[config.mk]
export PLATFORM = sky130hd
export DESIGN_NAME = serial_sub32
export DESIGN_NICKNAME = d
export VERILOG_FILES = /design/src/rtl/sub_pkg.sv /design/src/rtl/full_sub1.sv /design/src/rtl/serial_sub32.sv
export SDC_FILE = /design/constraint.sdc
export NUM_CORES = 1
export LEC_CHECK = 0
export CAP_MARGIN = 15
export CORE_ASPECT_RATIO = 0.9
export CORE_MARGIN = 5
export CORE_UTILIZATION = 53
export CTS_CLUSTER_DIAMETER = 200
export DETAILED_ROUTE_END_ITERATION = 10
export GPL_ROUTABILITY_DRIVEN = 0
export GPL_TIMING_DRIVEN = 0
export MAX_ROUTING_LAYER = met4
export PLACE_DENSITY = 0.82
export RECOVER_POWER = 25
export SLEW_MARGIN = 20
export SYNTH_ARGS = -nofsm -noshare
export SYNTH_HDL_FRONTEND = slang
export SYNTH_SLANG_ARGS = --single-unit
export TNS_END_PERCENT = 50
[constraint.sdc]
create_clock -name clk -period 5.65 [get_ports clk]
set_input_delay 0.8475 -clock clk [delete_from_list [all_inputs] [get_ports clk]]
set_output_delay 0.8475 -clock clk [all_outputs]
set_load 0.02 [all_outputs]
[src/rtl/sub_pkg.sv]
// Shared definitions for the bit-serial subtractor: controller states and
// the default operand width.
package sub_pkg;

  localparam int SUB_WIDTH_DEFAULT = 32;

  typedef enum logic [1:0] {
    IDLE = 2'd0,
    RUN  = 2'd1,
    DONE = 2'd2
  } sub_state_e;

endpackage : sub_pkg

[src/rtl/full_sub1.sv]
// One-bit full subtractor: d = a - b - bin, with borrow-out.
module full_sub1 (
  input  logic a,
  input  logic b,
  input  logic bin,
  output logic d,
  output logic bout
);

  // Borrow is generated when a=0,b=1, or propagated when a==b.
  always_comb begin
    d    = a ^ b ^ bin;
    bout = (~a & b) | (~(a ^ b) & bin);
  end

endmodule : full_sub1

[src/rtl/serial_sub32.sv]
// Bit-serial subtractor computing a - b one bit per clock, LSB first.
// Operands are captured on an accepted start, the result is published on
// the edge that enters DONE and then held until the next result.
// Optional feature: define SUB_OVERFLOW_EN to add the signed overflow output.
module serial_sub32
  import sub_pkg::*;
#(
  parameter int WIDTH = SUB_WIDTH_DEFAULT
) (
  input  logic             clk,
  input  logic             rst,
  input  logic             start,
  input  logic [WIDTH-1:0] a,
  input  logic [WIDTH-1:0] b,
  output logic             busy,
  output logic             done,
  output logic [WIDTH-1:0] diff,
  output logic             borrow
`ifdef SUB_OVERFLOW_EN
  ,
  output logic             overflow
`endif
);

  localparam int CW = $clog2(WIDTH + 1);

  sub_state_e       state_q,  state_d;
  logic [CW-1:0]    cnt_q,    cnt_d;
  logic [WIDTH-1:0] a_sh_q,   a_sh_d;
  logic [WIDTH-1:0] b_sh_q,   b_sh_d;
  logic [WIDTH-1:0] res_q,    res_d;
  logic             br_q,     br_d;
  logic [WIDTH-1:0] diff_q,   diff_d;
  logic             borrow_q, borrow_d;

`ifdef SUB_OVERFLOW_EN
  logic             a_msb_q,  a_msb_d;
  logic             b_msb_q,  b_msb_d;
  logic             ovf_q,    ovf_d;
`endif

  // Single shared bit slice, fed from the operand LSBs and running borrow.
  logic bit_d;
  logic bit_bout;

  full_sub1 u_bit (
    .a    (a_sh_q[0]),
    .b    (b_sh_q[0]),
    .bin  (br_q),
    .d    (bit_d),
    .bout (bit_bout)
  );

  // The bit just produced completes the result once the counter has seen
  // WIDTH-1 earlier bits.
  logic last_bit;
  assign last_bit = (cnt_q == CW'(WIDTH - 1));

  // A start is honoured whenever the engine is not busy (IDLE or DONE).
  logic accept;
  assign accept = start && (state_q != RUN);

  // Next-state, datapath and handshake decode.
  always_comb begin
    state_d  = state_q;
    cnt_d    = cnt_q;
    a_sh_d   = a_sh_q;
    b_sh_d   = b_sh_q;
    res_d    = res_q;
    br_d     = br_q;
    diff_d   = diff_q;
    borrow_d = borrow_q;
`ifdef SUB_OVERFLOW_EN
    a_msb_d  = a_msb_q;
    b_msb_d  = b_msb_q;
    ovf_d    = ovf_q;
`endif
    busy     = 1'b0;
    done     = 1'b0;

    case (state_q)
      IDLE: begin
        state_d = IDLE;
      end

      RUN: begin
        busy    = 1'b1;
        a_sh_d  = a_sh_q >> 1;
        b_sh_d  = b_sh_q >> 1;
        res_d   = {bit_d, res_q[WIDTH-1:1]};
        br_d    = bit_bout;
        cnt_d   = cnt_q + CW'(1);
        if (last_bit) begin
          state_d  = DONE;
          // Publish directly from the incoming bit so the outputs change
          // on the same edge that enters DONE.
          diff_d   = {bit_d, res_q[WIDTH-1:1]};
          borrow_d = bit_bout;
`ifdef SUB_OVERFLOW_EN
          ovf_d    = (a_msb_q ^ b_msb_q) & (a_msb_q ^ bit_d);
`endif
        end
      end

      DONE: begin
        done    = 1'b1;
        state_d = IDLE;
      end

      default: begin
        state_d = IDLE;
      end
    endcase

    // Operand capture is shared by IDLE and the back-to-back DONE case.
    if (accept) begin
      state_d = RUN;
      a_sh_d  = a;
      b_sh_d  = b;
      res_d   = '0;
      br_d    = 1'b0;
      cnt_d   = '0;
`ifdef SUB_OVERFLOW_EN
      a_msb_d = a[WIDTH-1];
      b_msb_d = b[WIDTH-1];
`endif
    end
  end

  // State and datapath registers; reset abandons any operation in flight.
  always_ff @(posedge clk or posedge rst) begin
    if (rst) begin
      state_q  <= IDLE;
      cnt_q    <= '0;
      a_sh_q   <= '0;
      b_sh_q   <= '0;
      res_q    <= '0;
      br_q     <= 1'b0;
      diff_q   <= '0;
      borrow_q <= 1'b0;
    end else begin
      state_q  <= state_d;
      cnt_q    <= cnt_d;
      a_sh_q   <= a_sh_d;
      b_sh_q   <= b_sh_d;
      res_q    <= res_d;
      br_q     <= br_d;
      diff_q   <= diff_d;
      borrow_q <= borrow_d;
    end
  end

`ifdef SUB_OVERFLOW_EN
  // Operand sign bits captured at start and the published overflow flag.
  always_ff @(posedge clk or posedge rst) begin
    if (rst) begin
      a_msb_q <= 1'b0;
      b_msb_q <= 1'b0;
      ovf_q   <= 1'b0;
    end else begin
      a_msb_q <= a_msb_d;
      b_msb_q <= b_msb_d;
      ovf_q   <= ovf_d;
    end
  end

  assign overflow = ovf_q;
`endif

  assign diff   = diff_q;
  assign borrow = borrow_q;

endmodule : serial_sub32

### Word level (Yosys, flattened, before mapping)

Cells that the tools add are included.
W data, S select, Z words.

| word-level totals | value |
|---|---|
| bits in registers | 138 |
| output and inout port bits | 35 |
| input bits | 67 |
| word-level logic and storage cells | 39 |

| operators by class | value |
|---|---|
| eq/ne operators | 5 |
| bitwise logic cells | 7 |
| reductions and logical operators | 3 |
| muxes and demuxes | 15 |
| add/sub/neg operators | 1 |

Operators by type and width:

| kind | count |
|---|---|
| $mux W32 | 6 |
| $mux W6 | 2 |
| $add A6 B1 Y6 const B | 1 |
| $eq A6 B5 Y1 const B | 1 |
| $mux W2 | 3 |
| $mux W1 | 4 |
| $ne A3 B3 Y1 const B | 1 |
| $and A1 B1 Y1 | 2 |
| $eq A2 B1 Y1 const B | 1 |
| $eq A2 B2 Y1 const B | 1 |
| $ne A2 B1 Y1 const B | 1 |
| $not A1 Y1 | 2 |
| $reduce_and A2 Y1 | 1 |
| $reduce_bool A2 Y1 | 1 |
| $xor A1 B1 Y1 | 2 |
| $logic_and A1 B1 Y1 | 1 |
| $or A1 B1 Y1 | 1 |

### Logic depth before layout (Yosys ltp)

Gate-level depths: netlist (run 1).

| logic depth | value |
|---|---|
| word-level depth | 6 |
| gate-level depth with buffers | 7 |
| mapped depth without buffers | 4 |

### By module

A second synthesis (run 1) with hierarchy kept.

| unflattened totals | value |
|---|---|
| cells, all modules | 527 |
| area, all modules | 5885.6 um^2 |

By module, submodules not included:

| module | area an instance (um^2) | cells each | times used | seq. area each (um^2) |
|---|---|---|---|---|
| serial_sub32 | 5854.4 | 523 | 1 | 3428.3 |
| full_sub1 | 31.3 | 4 | 1 | 0.0 |

### Worst setup path after synthesis (run 1)

OpenSTA, ideal clock, no wires.

| timing | value |
|---|---|
| path kind | register -> output |
| from | reg state_q[1] |
| to | out busy |
| data required time | 4803 ps |
| stages on the path, launching flop included | 5 |
| path buffers | 2 |
| slack | 3758 ps |
| arrival time | 1044 ps |
| path through | dfrtp_1 > nand2b_4 > inv_1 > buf_2 > buf_2 |

| on the way | value |
|---|---|
| cells in the longest elaborated chain, start to end | 2 |

Ends and longest elaborated chain:

| item | RTL line | RTL |
|---|---|---|
| from (decl) | serial_sub32.sv:27 | `sub_state_e state_q, state_d;` |
| from (signal assigned) | serial_sub32.sv:142 | `state_q <= state_d;` |
| $eq A2 B1 Y1 | serial_sub32.sv:81 | `case (state_q)` |
| $mux W1 | serial_sub32.sv:81 |  |
| to (decl) | serial_sub32.sv:15 | `output logic busy,` |

Every way passes these cells.

### Final worst setup path (run 1)

Ends and elaborated chain as after synthesis.

==> impl_metrics.toml, run 1 <==
[cts]
clock-sinks = 137
hold_buffers = 0
cts_buffer_depth = 2
path_clk_slew_ps = 60
numCtsBuffers = 17
cts-resized-gates = 0
cts_tree = "yes"
htreeDepth = 4
clock_latency_ps = 410
cts_setup_buffers = 0
clock-root-buffer = "clkbuf_16"

[setup_path]
critPathMaxFanout = 10
crit_end = "busy"
crit_start = "state_q[1]$_DFFE_PP0P_"
worstSetupEndpointType = "primary output"
cp.required_ps = 4800
criticalPathCategory = "reg -> out"
critPathArrivalTime_ps = 2640
critPathLaunchType = "flip-flop"
r2r_cells = 5
worst-r2r-setup-slack_ps = 3070
rr_startpoint = "cnt_q[0]$_DFFE_PP0P_"
regToRegEndpoint = "diff[3]$_DFFE_PP0P_"

[yosys]
ys_seq_area_share_pct = 59.1
synth_nets = 594
yosysUniqueCellTypes = 24
syn_area_um2 = 5800
ys_warn_count = 0
syn_avg_cell_area_um2 = 11.0
synth_cells = 525
ys_ff_latch = 137

[grt]
busiest_layer = "met2"
grt_use_met2_pct = 32.1
grt_pass1_vias = 4363
grt_first_pass_wirelength_um = 21500
grt_start_max_net_pins = 98
use_met1_pct = 28.8
overflow = 0
gr-usage-met3_pct = 4.62
antenna_found_initial = 0
grtUsageTotal_pct = 21.3

[pwr]
power_density_nw_per_um2 = 337
power_uw = 2550
p_leak_uw = 0.00335
peakVddDrop_v = 0.000204

[floorplan]
die_h_um = 109
die_w_um = 120
rows = 36
ioPinCount = 102
fp.dieArea_um2 = 13100
start_util_pct = 53.9
core_um2 = 10800

[placement]
dp_cells = 759
placed_area_um2 = 7000
dp_hpwl_um = 8820
place.port_buffers = 100

[routing]
via_per_inst = 5.37
dr_total_vias = 4246
drtIter0Drc = 295
wl_per_cell_um = 16.0
drc = 0
drt_wl_total_um = 12600
route.antenna.remaining_nets = 0
dr.pass1.iters = 4

[finish]
fin_util_pct = 70.4
layout-drive-gt1-share_pct = 11.9
fillers = 786
insertedDiodeCount = 0
final_cells = 791
nets = 714
synthToLayoutAreaGrowth_pct = 30.6
stdcell_area_um2 = 7570

[timing]
fin_crit_sh_pct = 61.7
drv_slew = 41
slew_headroom_pct = -28.0
setup_violations = 0
max_freq_mhz = 287
rsz0062_at_grt = "no"
fin_worst_skew_ps = 11.1
final-hold-violation-count = 0
finalHoldWorstSlack_ps = 479
tightest_slew_ps = 1910
period_minus_slack_ps = 3490

[outcome]
status = "complete, but fails checks"
violations = "capacitance limit, slew limit"

[min_path]
hold_path_class = "reg -> reg"

[run]
cap_violations = 1
[sequential cells by signal, indices dropped and copies added (netlist names)]
| register | count |
|---|---|
| a_sh_q | 32 |
| b_sh_q | 32 |
| diff | 32 |
| res_q | 31 |
| cnt_q | 6 |
| state_q | 2 |
| borrow | 1 |
| br_q | 1 |
[per-layer routing]
metal  share of wire, %  vias to the layer above
met5                  0                        -
met4                1.6                        0
met3                5.2                       17
met2                 48                      135
met1                 46                     2073
li1                   -                     2021
[final cells by class]
cell class                      instances  area (um2)  share of cell area [%]
Buffer                                 36         171                    2.26
Clock buffer                           25         515                    6.81
Timing Repair Buffer                  101        1030                    13.6
Tap cell                              133         166                    2.20
Inverter                                6        23.8                   0.314
Clock inverter                          7        87.6                    1.16
Multi-Input combinational cell        346        2150                    28.4
Sequential cell                       137        3430                    45.3
[Yosys cell counts, drive strengths merged]
cell    instances  area (um2)
buf            19         120
nand4           2        12.5
mux2           33         372
nand2         127         477
fa              1        20.0
inv             6        22.5
or4             1        7.51
and2            1        6.26
o211ai          1        7.51
a21oi           3        15.0
nand3           5        25.0
nor3            1        16.3
clkbuf         17        63.8
mux2i          66         661
o21ai          98         490
nand2b          1        13.8
nor2            3        11.3
and2b           1        7.51
o22a            1        8.76
ha              1        12.5
dfrtp         137        3430
[how the worst min path moves through the flow]
| stage | startpoint | end | slack [ps] | cells past startpoint |
|---|---|---|---|---|
| finish | b_sh_q[12]$_DFFE_PP0P_ | b_sh_q[11]$_DFFE_PP0P_ | 480 | 2 |
| global route | a_sh_q[26]$_DFFE_PP0P_ | a_sh_q[25]$_DFFE_PP0P_ | 500 | 2 |
| CTS | b_sh_q[24]$_DFFE_PP0P_ | b_sh_q[23]$_DFFE_PP0P_ | 480 | 2 |
| detailed placement | a_sh_q[2]$_DFFE_PP0P_ | a_sh_q[1]$_DFFE_PP0P_ | 470 | 2 |
| global placement | b_sh_q[10]$_DFFE_PP0P_ | b_sh_q[9]$_DFFE_PP0P_ | 460 | 2 |
| floorplan | a_sh_q[1]$_DFFE_PP0P_ | a_sh_q[0]$_DFFE_PP0P_ | 450 | 2 |
[worst max-delay path, stage by stage, from the launching register on]
cell	delay, ps
dfrtp_1	380
nand2b_4	150
inv_1	210
clkbuf_1	490
buf_2	350
clkdlybuf4s50_1	650
[report_power, final]
part / leakage (uW) / switching (uW) / internal [uW] / total (uW)
combinational: 0.00141 / 135 / 139 / 274
clock: 0.000299 / 389 / 717 / 1110
sequential: 0.00163 / 78.3 / 1090 / 1170
total: 0.00335 / 602 / 1950 / 2550
[placed cells by master, fill, tap and decap left out]
| cell type | instances |
|---|---|
| a21oi_1 | 3 |
| and2_1 | 1 |
| and2b_1 | 1 |
| buf_16 | 1 |
| buf_2 | 11 |
| buf_6 | 3 |
| bufinv_16 | 2 |
| clkbuf_1 | 24 |
| clkbuf_16 | 17 |
| clkbuf_8 | 6 |
| clkdlybuf4s50_1 | 99 |
| clkinv_2 | 4 |
| clkinvlp_2 | 1 |
| clkinvlp_4 | 1 |
| dfrtp_1 | 137 |
| dlygate4sd3_1 | 1 |
| fa_1 | 1 |
| ha_1 | 1 |
| inv_1 | 5 |
| mux2_1 | 2 |
| mux2_2 | 31 |
| mux2i_1 | 66 |
| nand2_1 | 127 |
| nand2b_4 | 1 |
| nand3_1 | 5 |
| nand4_1 | 2 |
| nor2_1 | 3 |
| nor3_1 | 1 |
| o211ai_1 | 1 |
| o21ai_0 | 98 |
| o22a_1 | 1 |
| or4_1 | 1 |
[cells by family (layout without fill, tap and decap cells)]
group | after synthesis | in the layout | synth area share, %
mux | 99 | 99 | 17.8
buf+inv | 42 | 175 | 3.56
fa+ha+maj | 2 | 2 | 0.561
compound gates | 103 | 103 | 9.00
flops | 137 | 137 | 59.1
simple gates | 142 | 142 | 9.95
[stage by stage]
step | setup TNS [ps] | setup slack (ps)
6_report | 0 | 2160
2_1_floorplan | 0 | 1130
4_1_cts | 0 | 2360
3_5_place_dp | 0 | 2810
5_1_grt | 0 | 2050
3_3_place_gp | -75530 | -558
Note: power is estimated with default switching activity, not from simulation.
==> inputs of run 2 (changes only) <==
- CORE_UTILIZATION: 53 -> 48
- PLACE_DENSITY: 0.82 -> 0.79
- clock period: 5.65 -> 3.2 ns (I/O delays scaled with it)
==> run 2 against run 1 <==
Against the previous run:
- the flow still finishes with violations (capacitance limit, slew limit)
- sequential power up 76%
- critical endpoint unchanged
- via count down 1.0%
- worst hold slack worse by 1.5 ps
- non-clock buffer count up 3
- critical path depth unchanged
- cell area up 1.6%
- first-iteration DRC count down 15%
==> impl_metrics.toml, run 2 (synthesized netlist as in run 1, its figures left out) <==
[outcome]
status = "complete, but fails checks"
violations = "capacitance limit, slew limit"

[cts]
hold_buffers = 0
clock_latency_ps = 410
clock-root-buffer = "clkbuf_16"
path_clk_slew_ps = 60
cts_buffer_depth = 2
htreeDepth = 4
numCtsBuffers = 17
cts-resized-gates = 0
cts_tree = "yes"
cts_setup_buffers = 0
clock-sinks = 137

[pwr]
switching_share_pct = 23.7
power_frac_comb_pct = 10.5
p_clk_share_pct = 44.8
p_leak_uw = 0.00340
intPower_uw = 3520
p_seq_share_pct = 44.7
peakVddDrop_v = 0.000319
netSwitchingPower_uw = 1100
power_density_nw_per_um2 = 600

[timing]
rsz0062_at_grt = "no"
tightest_slew_ps = 1560
setup_tns_ps = 0
fin_worst_skew_ps = 6.33
period_minus_slack_ps = 2870
worst_slack_ps = 328
fin_crit_sh_pct = 89.7
final-hold-violation-count = 0
max_freq_mhz = 348
setup_violations = 0
finalHoldWorstSlack_ps = 478
drv_slew = 72
slew_headroom_pct = -3.96

[finish]
fin_util_pct = 64.5
nets = 717
fillers = 931
insertedDiodeCount = 0
final_cell_mix = "dfrtp_1, nand2_1, clkdlybuf4s50_1"
final_cells = 821
final_common_cell = "dfrtp_1"
synthToLayoutAreaGrowth_pct = 32.7
layout-drive-gt1-share_pct = 12.9

[grt]
antenna_found_initial = 0
grt_first_pass_wirelength_um = 21700
overflow = 0
grt_pass1_vias = 4366
grt_start_max_net_pins = 36
grtUsageTotal_pct = 19.6

[setup_path]
crit_start = "state_q[1]$_DFFE_PP0P_"
criticalPathCategory = "reg -> out"
r2r_cells = 5
worst-r2r-setup-slack_ps = 1350
critPathLaunchType = "flip-flop"
regToRegEndpoint = "diff[3]$_DFFE_PP0P_"
critPathArrivalTime_ps = 2390
critPathMaxFanout = 10
crit_end = "busy"
rr_startpoint = "cnt_q[0]$_DFFE_PP0P_"
worstSetupEndpointType = "primary output"
cp.required_ps = 2720

[routing]
drc = 0
route.antenna.remaining_nets = 0
via_per_inst = 5.12
dr.pass1.iters = 6
wl_per_cell_um = 15.5
drt_wl_total_um = 12700
drtIter0Drc = 251
dr_total_vias = 4203

[placement]
post-place-ws_ps = 769
dp_hpwl_um = 8790
place.port_buffers = 100
dp_cells = 789

[floorplan]
die_h_um = 114
rows = 38
fp.dieArea_um2 = 14400
die_w_um = 126
ioPinCount = 102
start_util_pct = 48.6
core_um2 = 11900

[min_path]
hold_path_class = "reg -> reg"

[run]
cap_violations = 2
==> run 2: worst min path at each step <==
stage                           startpoint                     to  slack (ps)  cells past startpoint
detailed placement   a_sh_q[4]$_DFFE_PP0P_  a_sh_q[3]$_DFFE_PP0P_         470                      2
CTS                                    rst  b_sh_q[7]$_DFFE_PP0P_         450                      2
finish               a_sh_q[5]$_DFFE_PP0P_  a_sh_q[4]$_DFFE_PP0P_         480                      2
floorplan            a_sh_q[1]$_DFFE_PP0P_  a_sh_q[0]$_DFFE_PP0P_         450                      2
global placement    b_sh_q[10]$_DFFE_PP0P_  b_sh_q[9]$_DFFE_PP0P_         460                      2
global route                         start  res_q[28]$_DFFE_PP0P_         480                      4
==> run 2: area by class of cell <==
class / count / area, um2 / area share, %
clock inverter: 11 / 170 / 2.21
buffer: 36 / 184 / 2.39
multi-input combinational: 346 / 2160 / 28.1
timing repair buffer: 104 / 1070 / 13.9
inverter: 6 / 23.8 / 0.309
sequential: 137 / 3430 / 44.5
tap: 160 / 200 / 2.60
clock buffer: 21 / 460 / 5.98
==> run 2: critical path: stages, from the launching register on <==
cell and delay (ps):
dfrtp_1 380, nand2b_4 150, inv_1 220, buf_2 310, buf_2 290, clkdlybuf4s50_1 650
==> run 2: power by group through the flow <==
stage               clock (uW)  combinational (uW)  sequential (uW)
floorplan                    0                 302             2060
global placement             0                 456             2080
detailed placement           0                 494             2090
CTS                       2110                 499             2060
global route              2190                 559             2090
finish                    2070                 485             2060
==> run 2: metal layers <==
layer  global-route usage [%]  part of all wire [%]
met2                     30.3                    49
met3                     4.71                   4.3
met4                     8.08                   1.9
met1                     25.3                    45
met5                        -                     0
==> run 2: through the flow <==
| stage | area [um2] | power, uW |
|---|---|---|
| floorplan | 5800 | 2360 |
| global placement | 7000 | 2530 |
| detailed placement | 7090 | 2580 |
| CTS | 7720 | 4670 |
| global route | 7700 | 4840 |
| finish | 7700 | 4620 |
